### config.mk
export PLATFORM = sky130hd
export DESIGN_NAME = alu_arbiter
export DESIGN_NICKNAME = d
export VERILOG_FILES = /design/src/rtl/alu_pkg.sv /design/src/rtl/rr_arb2.sv /design/src/rtl/alu_arbiter.sv
export SDC_FILE = /design/constraint.sdc
export NUM_CORES = 1
export LEC_CHECK = 0
export CAP_MARGIN = 20
export CORE_UTILIZATION = 30
export DETAILED_ROUTE_END_ITERATION = 12
export GPL_TIMING_DRIVEN = 0
export PLACE_DENSITY_LB_ADDON = 0.3
export SLEW_MARGIN = 25
export SYNTH_ARGS = -nofsm -noshare
export SYNTH_HDL_FRONTEND = slang
export SYNTH_HIERARCHICAL = 1
export SYNTH_SLANG_ARGS = --single-unit
### constraint.sdc
create_clock -name clk -period 1.88 [get_ports clk]
set_input_delay 0.376 -clock clk [delete_from_list [all_inputs] [get_ports clk]]
set_output_delay 0.376 -clock clk [all_outputs]
set_load 0.02 [all_outputs]
### src/rtl/alu_pkg.sv
// rtl/alu_pkg.sv - shared ALU op codes, widths and arbiter state encoding
package alu_pkg;

    localparam int ALU_WIDTH = 32;
    localparam int SHAMT_W   = 5;
    localparam int OP_W      = 4;

    localparam logic [OP_W-1:0] ALU_ADD = 4'd0;
    localparam logic [OP_W-1:0] ALU_SUB = 4'd1;
    localparam logic [OP_W-1:0] ALU_NOT = 4'd2;
    localparam logic [OP_W-1:0] ALU_SLL = 4'd3;
    localparam logic [OP_W-1:0] ALU_SRL = 4'd4;
    localparam logic [OP_W-1:0] ALU_AND = 4'd5;
    localparam logic [OP_W-1:0] ALU_OR  = 4'd6;
    localparam logic [OP_W-1:0] ALU_SLT = 4'd7;

    typedef enum logic [1:0] {
        IDLE = 2'd0,
        EXEC = 2'd1,
        RESP = 2'd2
    } arb_state_t;

    // Codes 8..15 have no defined ALU behaviour.
    function automatic logic op_illegal(input logic [OP_W-1:0] op);
        return op[OP_W-1];
    endfunction

endpackage

### src/rtl/rr_arb2.sv
// rtl/rr_arb2.sv - two-way round-robin grant with a priority flop
module rr_arb2 #(
    parameter logic PRIO_INIT = 1'b0
) (
    input  logic       clk,
    input  logic       rst_n,
    input  logic [1:0] req,
    input  logic       accept,
    output logic [1:0] grant
);

    logic prio;

    always_comb begin
        grant = req;
        if (req == 2'b11) begin
            grant = prio ? 2'b10 : 2'b01;
        end
    end

    // After an accept the port that was not served holds priority.
    always_ff @(posedge clk or negedge rst_n) begin
        if (!rst_n) begin
            prio <= PRIO_INIT;
        end else if (accept) begin
            prio <= grant[0];
        end
    end

endmodule

### src/rtl/alu_arbiter.sv
// rtl/alu_arbiter.sv - shares one external combinational ALU between two requesters
import alu_pkg::*;

module alu_arbiter #(
    parameter int WIDTH     = 32,
    parameter int PRIO_INIT = 0
) (
    input  logic               clk,
    input  logic               rst_n,
    input  logic               req0_valid,
    output logic               req0_ready,
    input  logic [WIDTH-1:0]   req0_a,
    input  logic [WIDTH-1:0]   req0_b,
    input  logic [OP_W-1:0]    req0_op,
    input  logic [SHAMT_W-1:0] req0_shamt,
    input  logic               req1_valid,
    output logic               req1_ready,
    input  logic [WIDTH-1:0]   req1_a,
    input  logic [WIDTH-1:0]   req1_b,
    input  logic [OP_W-1:0]    req1_op,
    input  logic [SHAMT_W-1:0] req1_shamt,
    output logic               resp0_valid,
    input  logic               resp0_ready,
    output logic               resp1_valid,
    input  logic               resp1_ready,
    output logic [WIDTH-1:0]   resp_result,
    output logic               resp_zero,
    output logic               resp_err,
    output logic [WIDTH-1:0]   alu_input1,
    output logic [WIDTH-1:0]   alu_input2,
    output logic [OP_W-1:0]    alu_cnt,
    output logic [SHAMT_W-1:0] alu_shamt,
    input  logic [WIDTH-1:0]   alu_result,
    input  logic               alu_zero
);

    arb_state_t         state, state_nx;
    logic               active;
    logic [1:0]         grant;
    logic               accept;
    logic               resp_fire;
    logic               owner;
    logic [WIDTH-1:0]   op_a, op_b;
    logic [OP_W-1:0]    op_cnt;
    logic [SHAMT_W-1:0] op_shamt;

    rr_arb2 #(
        .PRIO_INIT (PRIO_INIT != 0)
    ) u_arb (
        .clk    (clk),
        .rst_n  (rst_n),
        .req    ({req1_valid, req0_valid}),
        .accept (accept),
        .grant  (grant)
    );

    // Keeps the request ready outputs low while reset is held, even in IDLE.
    always_ff @(posedge clk or negedge rst_n) begin
        if (!rst_n) begin
            active <= 1'b0;
        end else begin
            active <= 1'b1;
        end
    end

    assign req0_ready  = active && (state == IDLE) && grant[0];
    assign req1_ready  = active && (state == IDLE) && grant[1];
    assign accept      = req0_ready || req1_ready;
    assign resp0_valid = (state == RESP) && !owner;
    assign resp1_valid = (state == RESP) &&  owner;
    assign resp_fire   = (resp0_valid && resp0_ready) || (resp1_valid && resp1_ready);

    always_ff @(posedge clk or negedge rst_n) begin
        if (!rst_n) begin
            state <= IDLE;
        end else begin
            state <= state_nx;
        end
    end

    always_comb begin
        state_nx = state;
        case (state)
            IDLE:    if (accept) state_nx = EXEC;
            EXEC:    state_nx = RESP;
            RESP:    if (resp_fire) state_nx = IDLE;
            default: state_nx = IDLE;
        endcase
    end

    always_ff @(posedge clk or negedge rst_n) begin
        if (!rst_n) begin
            owner    <= 1'b0;
            op_a     <= '0;
            op_b     <= '0;
            op_cnt   <= '0;
            op_shamt <= '0;
        end else if (accept) begin
            owner    <= grant[1];
            op_a     <= grant[1] ? req1_a     : req0_a;
            op_b     <= grant[1] ? req1_b     : req0_b;
            op_cnt   <= grant[1] ? req1_op    : req0_op;
            op_shamt <= grant[1] ? req1_shamt : req0_shamt;
        end
    end

    assign alu_input1 = op_a;
    assign alu_input2 = op_b;
    assign alu_cnt    = op_cnt;
    assign alu_shamt  = op_shamt;

    // Illegal ops ignore whatever the ALU produced and report a zero result.
    always_ff @(posedge clk or negedge rst_n) begin
        if (!rst_n) begin
            resp_result <= '0;
            resp_zero   <= 1'b0;
            resp_err    <= 1'b0;
        end else if (state == EXEC) begin
            resp_result <= op_illegal(op_cnt) ? '0 : alu_result;
            resp_zero   <= op_illegal(op_cnt) ? 1'b1 : alu_zero;
            resp_err    <= op_illegal(op_cnt);
        end
    end

endmodule

# After elaboration in Yosys (flattened, before gate mapping)
# Cells that the tools add are included.
[op_classes] addsub=0 multipliers=0 div=0 magnitude_cmp=0 n_eq_ne=5 shifts=0 mux=11 bitwise=0 reduce_logical=12
[ops] cell="two-way mux 32 bit" count=3
[ops] cell="two-way mux 2 bit" count=4
[ops] cell="logical AND 1 bit" count=7
[ops] cell="one-hot mux 2 bit (3 select lines)" count=1
[ops] cell="two-way mux 5 bit" count=1
[ops] cell="== test 2 bit (second input constant)" count=2
[ops] cell="two-way mux 4 bit" count=1
[ops] cell="!= test 2 bit (second input constant)" count=2
[ops] cell="== test 2 x 1 -> 1 bit (second input constant)" count=1
[ops] cell="zero test 2 bit" count=1
[ops] cell="logical OR 1 bit" count=2
[ops] cell="AND reduction 2 bit" count=1
[ops] cell="zero test 1 bit" count=1
[ops] cell="two-way mux 1 bit" count=1
[word_totals] register_bits=112 latchBits=0 ram_bits=0 mem_bits_ro=0 in_bits=185 wordCells=39 n_memories=0

# Longest topological paths before layout
# Gate-level depths: netlist of run 1.
[depth] depth_word=6 ltp_mapped=6

# Hierarchy
# The synthesis of run 1 kept the hierarchy.
[by_module_without_submodules] mod="alu_arbiter" n_inst=1 cells_per_inst=397 area_each_um2=5519.0
[by_module_without_submodules] mod="rr_arb2" n_inst=1 cells_per_inst=5 area_each_um2=62.6

# Worst setup path after synthesis of run 1
# No wires, ideal clock.
[synth_timing] path_kind="register to register" startpoint="register u_arb.prio" endpoint="register op_a[20], in the netlist alu_input1[20]" t_arrival_ns=1.765 t_required_ns=1.755 setup_slack_ns=-0.010 path_stages_with_launch=6 cell_sequence="dfrtp_1 inv_1 a21boi_0 clkbuf_1 mux2_2 mux2_4"
[synth_via] elab_chain_cells=4 word_cells_on_any_way=6
[synth_rtl] item="start, declared" line_no="rr_arb2.sv:12" rtl="logic prio;"
[synth_rtl] item="start signal, assigned" line_no="rr_arb2.sv:26" rtl="prio <= grant[0];"
[synth_rtl] item="two-way mux 2 bit (*)" line_no="rr_arb2.sv:17" rtl="grant = prio ? 2'b10 : 2'b01;"
[synth_rtl] item="two-way mux 2 bit (*)" line_no="rr_arb2.sv:16" rtl="if (req == 2'b11) begin"
[synth_rtl] item="named net grant[1]" line_no="alu_arbiter.sv:39" rtl="logic [1:0] grant;"
[synth_rtl] item="logical AND 1 bit" line_no="alu_arbiter.sv:67" rtl="assign req1_ready = active && (state == IDLE) && grant[1];"
[synth_rtl] item="logical OR 1 bit" line_no="alu_arbiter.sv:68" rtl="assign accept = req0_ready || req1_ready;"
[synth_rtl] item="end signal, assigned" line_no="alu_arbiter.sv:100" rtl="op_a <= grant[1] ? req1_a : req0_a;"
[synth_rtl] item="end, declared" line_no="alu_arbiter.sv:43" rtl="logic [WIDTH-1:0] op_a, op_b;"
# The timed path passes the listed nets; every way through them passes the cells marked *.
# A chain may end at the register's enable or synchronous reset.

# Worst setup path in the final report of run 1
[layout_timing] startpoint="register u_arb.prio" endpoint="output port req1_ready"
[layout_via] elab_chain_cells=3
[layout_rtl] item="two-way mux 2 bit" line_no="rr_arb2.sv:17"
[layout_rtl] item="two-way mux 2 bit" line_no="rr_arb2.sv:16"
[layout_rtl] item="named net grant[1]" line_no="alu_arbiter.sv:39"
[layout_rtl] item="logical AND 1 bit" line_no="alu_arbiter.sv:67"
[layout_rtl] item="end, declared" line_no="alu_arbiter.sv:17" rtl="output logic req1_ready,"
# The timed path passes the listed nets, and every way through them passes these cells.

==> flow_summary.rst, run 1 <==
.. list-table::
   :header-rows: 1

   * - Metric
     - Value
   * - Clock-pin slew on the worst setup and hold paths
     - 0.08 ns
   * - Die area
     - 19,150 um2
   * - Final cycle utilization of the critical path
     - 0.9648
   * - Switching power share of the total
     - 0.3465
   * - Clock tree skew after final layout
     - 0.01260 ns
   * - Num CTS Buffers
     - 9
   * - Clock Tree Root
     - sky130_fd_sc_hd__clkbuf_16
   * - Iteration-0 DRC Markers
     - 130
   * - Worst setup path endpoint
     - req1_ready
   * - Worst rel slew slack
     - 0.5974
   * - Failing checks
     - design-rule violations, negative hold slack
   * - Max Transition Viols Final
     - 0
   * - CP endpoint kind
     - output pin
   * - Internal cell power
     - 9.050 mW
   * - P per Cell Area
     - 1493 nW/um2
   * - Placed Cells
     - 927
   * - Drt pass-1 iters
     - 8
   * - Highest net fanout along the worst path
     - 10
   * - Area of placed instances
     - 8851 um2
   * - CTS tree
     - yes
   * - Tmin final
     - 1.814 ns
   * - Die height
     - 138.4 um
   * - Leakage
     - between 3 and 4 nW
   * - Fraction of post-synthesis cell area in the top cell type by area
     - 0.5021
   * - Port bufs
     - 295
   * - Wire length of the first global-routing pass
     - 25,060 um
   * - Maximum buffer depth of the clock tree
     - 2
   * - Net count reported at finish
     - 899
   * - Worst Hold Margin
     - -0.003717 ns
   * - Synth top area cells
     - sky130_fd_sc_hd__dfrtp_1 50%, sky130_fd_sc_hd__mux2_2 18%, sky130_fd_sc_hd__mux2_4 16%
   * - Library cell with the largest summed area after synthesis
     - sky130_fd_sc_hd__dfrtp_1
   * - Critical Path RT
     - about 1.5 ns
   * - Max Cap Violations
     - 0
   * - Number of hold buffers added after cts
     - 0
   * - Initial antenna violation count
     - 0
   * - Routed length per placed instance
     - 16.61 um
   * - Fin area
     - 9274 um2
   * - Category of the most critical setup path
     - reg2out
   * - Slew @ Worst Pin
     - 0.6038 ns
   * - Fraction of layout cells with a size suffix above 1
     - 0.2796
   * - Number of different library cells in the post-synthesis netlist
     - 22
   * - I/O Pins
     - 296
   * - Clk Latency, worst-skew pair
     - 0.35 ns
   * - Synthesized area
     - 5582 um2
   * - Number of instances in the synthesized netlist
     - 402
   * - Sequential share of power
     - 0.302
   * - Signal arrival time at the worst endpoint
     - about 1.4 ns
   * - Register area share after synthesis
     - 0.5021
   * - Aggregate global routing overflow
     - 0
   * - Final estimated routing congestion in global placement
     - 0.7782
   * - Final number of hold-violating endpoints
     - 2
   * - Vias in the first global route
     - about 4,600
   * - Drt total wl
     - 15,740 um
   * - Total design power
     - 13.85 mW
   * - Horiz. Die Dim
     - 138.4 um
   * - Average size of a mapped cell
     - 13.88 um2
   * - Detailed Place HPWL
     - 11,970 um
   * - Residual DRC
     - 50
   * - Initial core utilization
     - 0.3086
   * - Antenna diodes
     - 0
   * - Layout area overhead
     - 66.15%
   * - Worst ir drop on vdd
     - between 600 and 700 uV
   * - Std-Cell Rows
     - 49
   * - Reg2Reg Launch Point
     - u_arb/prio
   * - Combinational cell fraction of total power
     - 0.532
   * - H-tree lvl count
     - 3
   * - Reg-to-reg critical path endpoint
     - alu_input1[21]
   * - Fin cells
     - about 950
   * - Overall via count from detail_route
     - 4,235
   * - Synth Warn #
     - 6
   * - Setup violation total in the final timing report
     - 0
   * - Top achievable clock speed
     - 0.5513 GHz
   * - Status
     - finished, violations left
   * - Depth of the worst register-to-register path
     - 6
   * - Min-delay worst type
     - in2async
   * - Switching power of the nets
     - 4.798 mW
   * - Std-Cell Core Area
     - 18,090 um2
   * - # clock sinks
     - 112
   * - Net count of the mapped netlist
     - just under 600
   * - RSZ-0062 raised after global routing
     - yes
   * - Gr usage total
     - 0.1667
   * - Share of total power in the clock network
     - 0.166
   * - R2r setup slk
     - 0.09 ns
   * - Crit. Startpoint
     - u_arb/prio
   * - Type of origin of the critical path
     - flop
   * - DRT antenna net count
     - 0
   * - Maximum number of pins on one net before global-route repair
     - 65
   * - Number of register bits inferred by synthesis
     - 112
   * - Post-DR vias/cell
     - 4.467
-- metal layers --
layer,GRT usage,vias up,part of all wire
met5,0,-,0
met4,0.04908,0,0.011
met3,0.06096,13,0.094
met2,0.2963,186,0.50
met1,0.1857,2028,0.39
li1,-,2008,-
-- sequential cells by signal (all words and copies together), names as in the netlist, 2 cells and up --
name,cells
alu_cnt,4
state,2
alu_input1,32
alu_input2,32
alu_shamt,5
resp_result,32
-- how the worst min path moves through the flow --
stage / slack [ns] / to / start
CTS: 0.01 / alu_input1[14] / rst_n
global placement: 0.46 / resp_result[24] / resp_result[24]
finish: -0.004 / alu_input1[17] / rst_n
floorplan: 0.08 / active / rst_n
detailed placement: 0.41 / alu_input1[14] / rst_n
global route: 0.03 / alu_input1[17] / rst_n
-- logic make-up (layout without fill, tap and decap cells) --
family / after synthesis / count (layout) / synth area share
other: 1 / 1 / 0.0006718
DFF: 112 / 112 / 0.5021
buffers and inverters: 28 / 345 / 0.04887
AOI/OAI and AO/OA: 39 / 39 / 0.03923
and+or+nand+nor: 73 / 73 / 0.06815
muxes: 149 / 149 / 0.3410
-- what timing repair did --
action,in CTS,in global routing
buffers inserted,4,1
endpoints found under the setup margin,80,13
pin swaps,1,1
cloned,0,0
gates resized for setup,30,3
-- layout make-up --
class | instances | area [um2]
inverter | 2 | 7.507
fill | 1571 | 8812
multi-input combinational | 262 | 2527
buffer | 26 | 284.0
timing repair buffer | 301 | 3005
clock inverter | 6 | 121.4
clock buffer | 10 | 239.0
sequential | 112 | 2803
tap | 229 | 286.5
-- critical path, stage by stage, from the launching register on --
cell and delay, ns:
sky130_fd_sc_hd__dfrtp_1 0.36, sky130_fd_sc_hd__inv_2 0.05, sky130_fd_sc_hd__a21boi_4 0.17, sky130_fd_sc_hd__buf_12 0.13, sky130_fd_sc_hd__buf_12 0.12, sky130_fd_sc_hd__and2_4 0.15, sky130_fd_sc_hd__buf_6 0.11
-- power by group through the flow --
stage	combinational [mW]	sequential (mW)	clock, mW
detailed placement	7.37	4.23	0
finish	7.37	4.18	2.29
CTS	7.48	4.20	2.39
floorplan	2.74	5.49	0
global placement	7.29	4.17	0
global route	7.81	4.33	2.47
-- layout by cell type (no fill, tap or decap), drive strengths merged --
master and n:
clkdlybuf4s50 287, mux2 149, dfrtp 112, o21ai 34
nand2b 33, nand2 33, buf 30, clkbuf 17
inv 5, nor2 3, bufinv 3, dlygate4sd2 3
a21boi 2, and2 2, o21a 2, or2b 1
nor3b 1, o21bai 1, conb 1
-- through the flow --
| step | util | TNS (ns) | setup WS [ns] |
|---|---|---|---|
| 2_1_floorplan | - | 0 | 0.06266 |
| 3_3_place_gp | 0.4878 | -496.18 | -3.884 |
| 3_5_place_dp | 0.4894 | -58.56 | -1.215 |
| 4_1_cts | 0.5130 | -0.001653 | -0.001653 |
| 5_1_grt | 0.5128 | -0.01579 | -0.01579 |
| 6_report | 0.5128 | 0 | 0.06624 |
-- cells in the mapped netlist --
cell type and instances:
sky130_fd_sc_hd__a21boi_0 1, sky130_fd_sc_hd__a21boi_2 1, sky130_fd_sc_hd__and2_1 2, sky130_fd_sc_hd__buf_12 7
sky130_fd_sc_hd__buf_2 4, sky130_fd_sc_hd__buf_4 1, sky130_fd_sc_hd__buf_6 6, sky130_fd_sc_hd__clkbuf_1 8
sky130_fd_sc_hd__conb_1 1, sky130_fd_sc_hd__dfrtp_1 112, sky130_fd_sc_hd__inv_1 2, sky130_fd_sc_hd__mux2_2 89
sky130_fd_sc_hd__mux2_4 60, sky130_fd_sc_hd__nand2_1 33, sky130_fd_sc_hd__nand2b_1 33, sky130_fd_sc_hd__nor2_1 3
sky130_fd_sc_hd__nor3b_4 1, sky130_fd_sc_hd__o21a_1 1, sky130_fd_sc_hd__o21a_4 1, sky130_fd_sc_hd__o21ai_0 34
sky130_fd_sc_hd__o21bai_1 1, sky130_fd_sc_hd__or2b_1 1
(Power assumes the default switching activity.)
==> run 2, diff against run 1 <==
--- a/config.mk
+++ b/config.mk
@@ -8,6 +8,7 @@
 export CAP_MARGIN = 20
 export CORE_UTILIZATION = 30
 export DETAILED_ROUTE_END_ITERATION = 12
+export DONT_BUFFER_PORTS = 1
 export GPL_TIMING_DRIVEN = 0
 export PLACE_DENSITY_LB_ADDON = 0.3
 export SLEW_MARGIN = 25
==> flow_summary.rst, run 2 (synthesis results as in run 1) <==
.. list-table::
   :header-rows: 1

   * - Metric
     - Value
   * - Status
     - finished, violations left (unchanged)
   * - Failing checks
     - design-rule violations, negative hold slack (unchanged)
   * - Top achievable clock speed
     - 0.5468 GHz (was 0.5513 GHz)
   * - Filler instances
     - 1,767 (was 1,571)
   * - Routed length per placed instance
     - 19.90 um (was 16.61 um)
   * - Area of placed instances
     - 5869 um2 (was 8851 um2)
   * - Cell with the largest stage delay on the worst path
     - sky130_fd_sc_hd__dfrtp_1 (unchanged)
   * - Chain of cells forming the critical path
     - inv_1 -> a21boi_4 -> buf_12 -> buf_4 -> buf_8 -> mux2_2 -> mux2_4 (was inv_2 -> a21boi_4 -> buf_12 -> buf_12 -> and2_4 -> buf_6)
   * - Gr usage total
     - 0.1343 (was 0.1667)
   * - Clk Latency, worst-skew pair
     - 0.35 ns (about the same)
   * - Setup violation total in the final timing report
     - 0 (unchanged)
   * - Std-Cell Core Area
     - 18,090 um2 (unchanged)
   * - Final number of hold-violating endpoints
     - 112 (was 2)
   * - Net count reported at finish
     - 604 (was 899)
   * - Fraction of layout cells with a size suffix above 1
     - 0.4586 (was 0.2796)
   * - CTS tree
     - yes (unchanged)
   * - Max Cap Violations
     - 0 (unchanged)
   * - Leakage
     - 2.675 nW (was 3.887 nW)
   * - Iteration-0 DRC Markers
     - 123 (was 130)
   * - Placed Cells
     - 631 (was 927)
   * - Clock Tree Root
     - sky130_fd_sc_hd__clkbuf_16 (unchanged)
   * - Clock tree skew after final layout
     - 0.009075 ns (was 0.01260 ns)
   * - Tmin final
     - 1.829 ns (was 1.814 ns)
   * - Std-Cell Rows
     - 49 (unchanged)
   * - Min-delay worst type
     - in2async (unchanged)
   * - Horiz. Die Dim
     - 138.4 um (unchanged)
   * - H-tree lvl count
     - 3 (unchanged)
   * - Type of origin of the critical path
     - flop (unchanged)
   * - Category of the most critical setup path
     - reg2reg (was reg2out)
   * - Detailed Place HPWL
     - 9551 um (was 11,970 um)
   * - Maximum number of pins on one net before global-route repair
     - 113 (was 65)
   * - Initial antenna violation count
     - 2 (was 0)
   * - Initial core utilization
     - 0.3086 (unchanged)
   * - Worst ir drop on vdd
     - 542.9 uV (was 674.4 uV)
   * - # clock sinks
     - 112 (unchanged)
   * - Worst Hold Margin
     - -0.2827 ns (was -0.003717 ns)
   * - Critical Path RT
     - 2.11 ns (was 1.50 ns)
   * - P per Cell Area
     - 1737 nW/um2 (was 1493 nW/um2)
   * - Final estimated routing congestion in global placement
     - 0.7456 (was 0.7782)
   * - Fin cells
     - 654 (was 948)
   * - Drt total wl
     - 13,020 um (was 15,740 um)
   * - Total Negative Setup Slacks
     - 0 ns (unchanged)
   * - Num CTS Buffers
     - 9 (unchanged)
   * - Post-DR vias/cell
     - 4.882 (was 4.467)
   * - Port bufs
     - 0 (was 295)
   * - Worst setup timing slack at the placement stage
     - -0.4459 ns (was -1.215 ns)
   * - Die area
     - 19,150 um2 (unchanged)
   * - Overall via count from detail_route
     - 3,193 (was 4,235)
   * - Critical Path Max Stage Delay
     - 0.39 ns (was 0.36 ns)
   * - Vias in the first global route
     - 3,477 (was 4,606)
   * - Highest net fanout along the worst path
     - 10 (unchanged)
   * - Max Transition Viols Final
     - 0 (unchanged)
   * - I/O Pins
     - 296 (unchanged)
   * - Residual DRC
     - 51 (was 50)
   * - Wire length of the first global-routing pass
     - 19,630 um (was 25,060 um)
   * - Aggregate global routing overflow
     - 0 (unchanged)
   * - Leading cell types in the layout, fill and taps excluded
     - 112 x sky130_fd_sc_hd__dfrtp_1, 89 x sky130_fd_sc_hd__mux2_2, 60 x sky130_fd_sc_hd__mux2_4, 34 x sky130_fd_sc_hd__o21ai_0 (was 287 x sky130_fd_sc_hd__clkdlybuf4s50_1, 112 x sky130_fd_sc_hd__dfrtp_1, 89 x sky130_fd_sc_hd__mux2_2, 60 x sky130_fd_sc_hd__mux2_4, 34 x sky130_fd_sc_hd__o21ai_0)
   * - Clock-pin slew on the worst setup and hold paths
     - 0.07 ns (was 0.08 ns)
   * - Final cycle utilization of the critical path
     - 0.9728 (was 0.9648)
   * - Die height
     - 138.4 um (unchanged)
   * - CP endpoint kind
     - flop (was output pin)
   * - Min setup slack post-route
     - 0.05108 ns (was 0.06624 ns)
   * - Fin area
     - 6238 um2 (was 9274 um2)
   * - Maximum buffer depth of the clock tree
     - 2 (unchanged)
   * - DRT antenna net count
     - 0 (unchanged)
   * - Signal arrival time at the worst endpoint
     - 2.06 ns (was 1.44 ns)
   * - Drt pass-1 iters
     - 8 (unchanged)
   * - Most frequent standard cell in the layout excluding fill and tap cells
     - sky130_fd_sc_hd__dfrtp_1 (was sky130_fd_sc_hd__clkdlybuf4s50_1)
   * - RSZ-0062 raised after global routing
     - no (was yes)
   * - Layout area overhead
     - 11.77% (was 66.15%)
   * - Total design power
     - 10.83 mW (was 13.85 mW)
   * - Post-route core utilization
     - 0.3449 (was 0.5128)
run 2: metal layers:
layer  wire length, um  share of wire  up-vias  global-route usage
li1                  -              -     1414                   -
met3              1178          0.091       23             0.04538
met1              4968           0.38     1564              0.1521
met2              6490           0.50      192              0.2244
met4               376          0.029        0             0.07096
met5                 0              0        -                   0
run 2: power breakdown:
part	switching [mW]	total [mW]	leakage, nW	internal (mW)
clock	0.914	1.83	0.132	0.916
combinational	1.17	3.22	1.18	2.05
sequential	2.26	5.78	1.36	3.52
total	4.35	10.8	2.67	6.48
run 2: timing repair:
action,4_1_cts,5_1_grt
endpoints found under the setup margin,76,13
hold endpoints to repair,112,112
pin swaps,1,1
resized for setup,8,4
setup buffers,5,1
run 2: worst max-delay path, delay by kind of cell, from the launching register on:
family	cells	cell delay [ns]
AO/OA/AOI/OAI	1	0.17
buffers and inverters	4	0.53
flip-flops	1	0.39
multiplexers	2	0.62
run 2: cell type report:
type	instances	area, um2	share of cell area
inverters	2	7.507	0.001203
clock inverters	6	55.05	0.008825
plain buffers	26	291.5	0.04673
clock buffers	9	225.2	0.03610
well taps	229	286.5	0.04593
flip-flops and latches	112	2803	0.4493
multi-input cells	262	2520	0.4039
repair buffers	6	45.04	0.007220
diodes	2	5.005	0.0008022
run 2: final timing paths:
path / start / endpoint / slack, ns / cells after the start
min reg2reg: owner / owner / 0.60 / 2
max: u_arb/prio / alu_input2[4] / 0.05 / 7
min: rst_n / alu_input1[14] / -0.28 / 0
min in group clk: alu_result[17] / resp_result[17] / 0.16 / 2
max in group asynchronous: rst_n / u_arb/prio / 1.87 / 0
max reg2reg: u_arb/prio / alu_input2[4] / 0.05 / 7
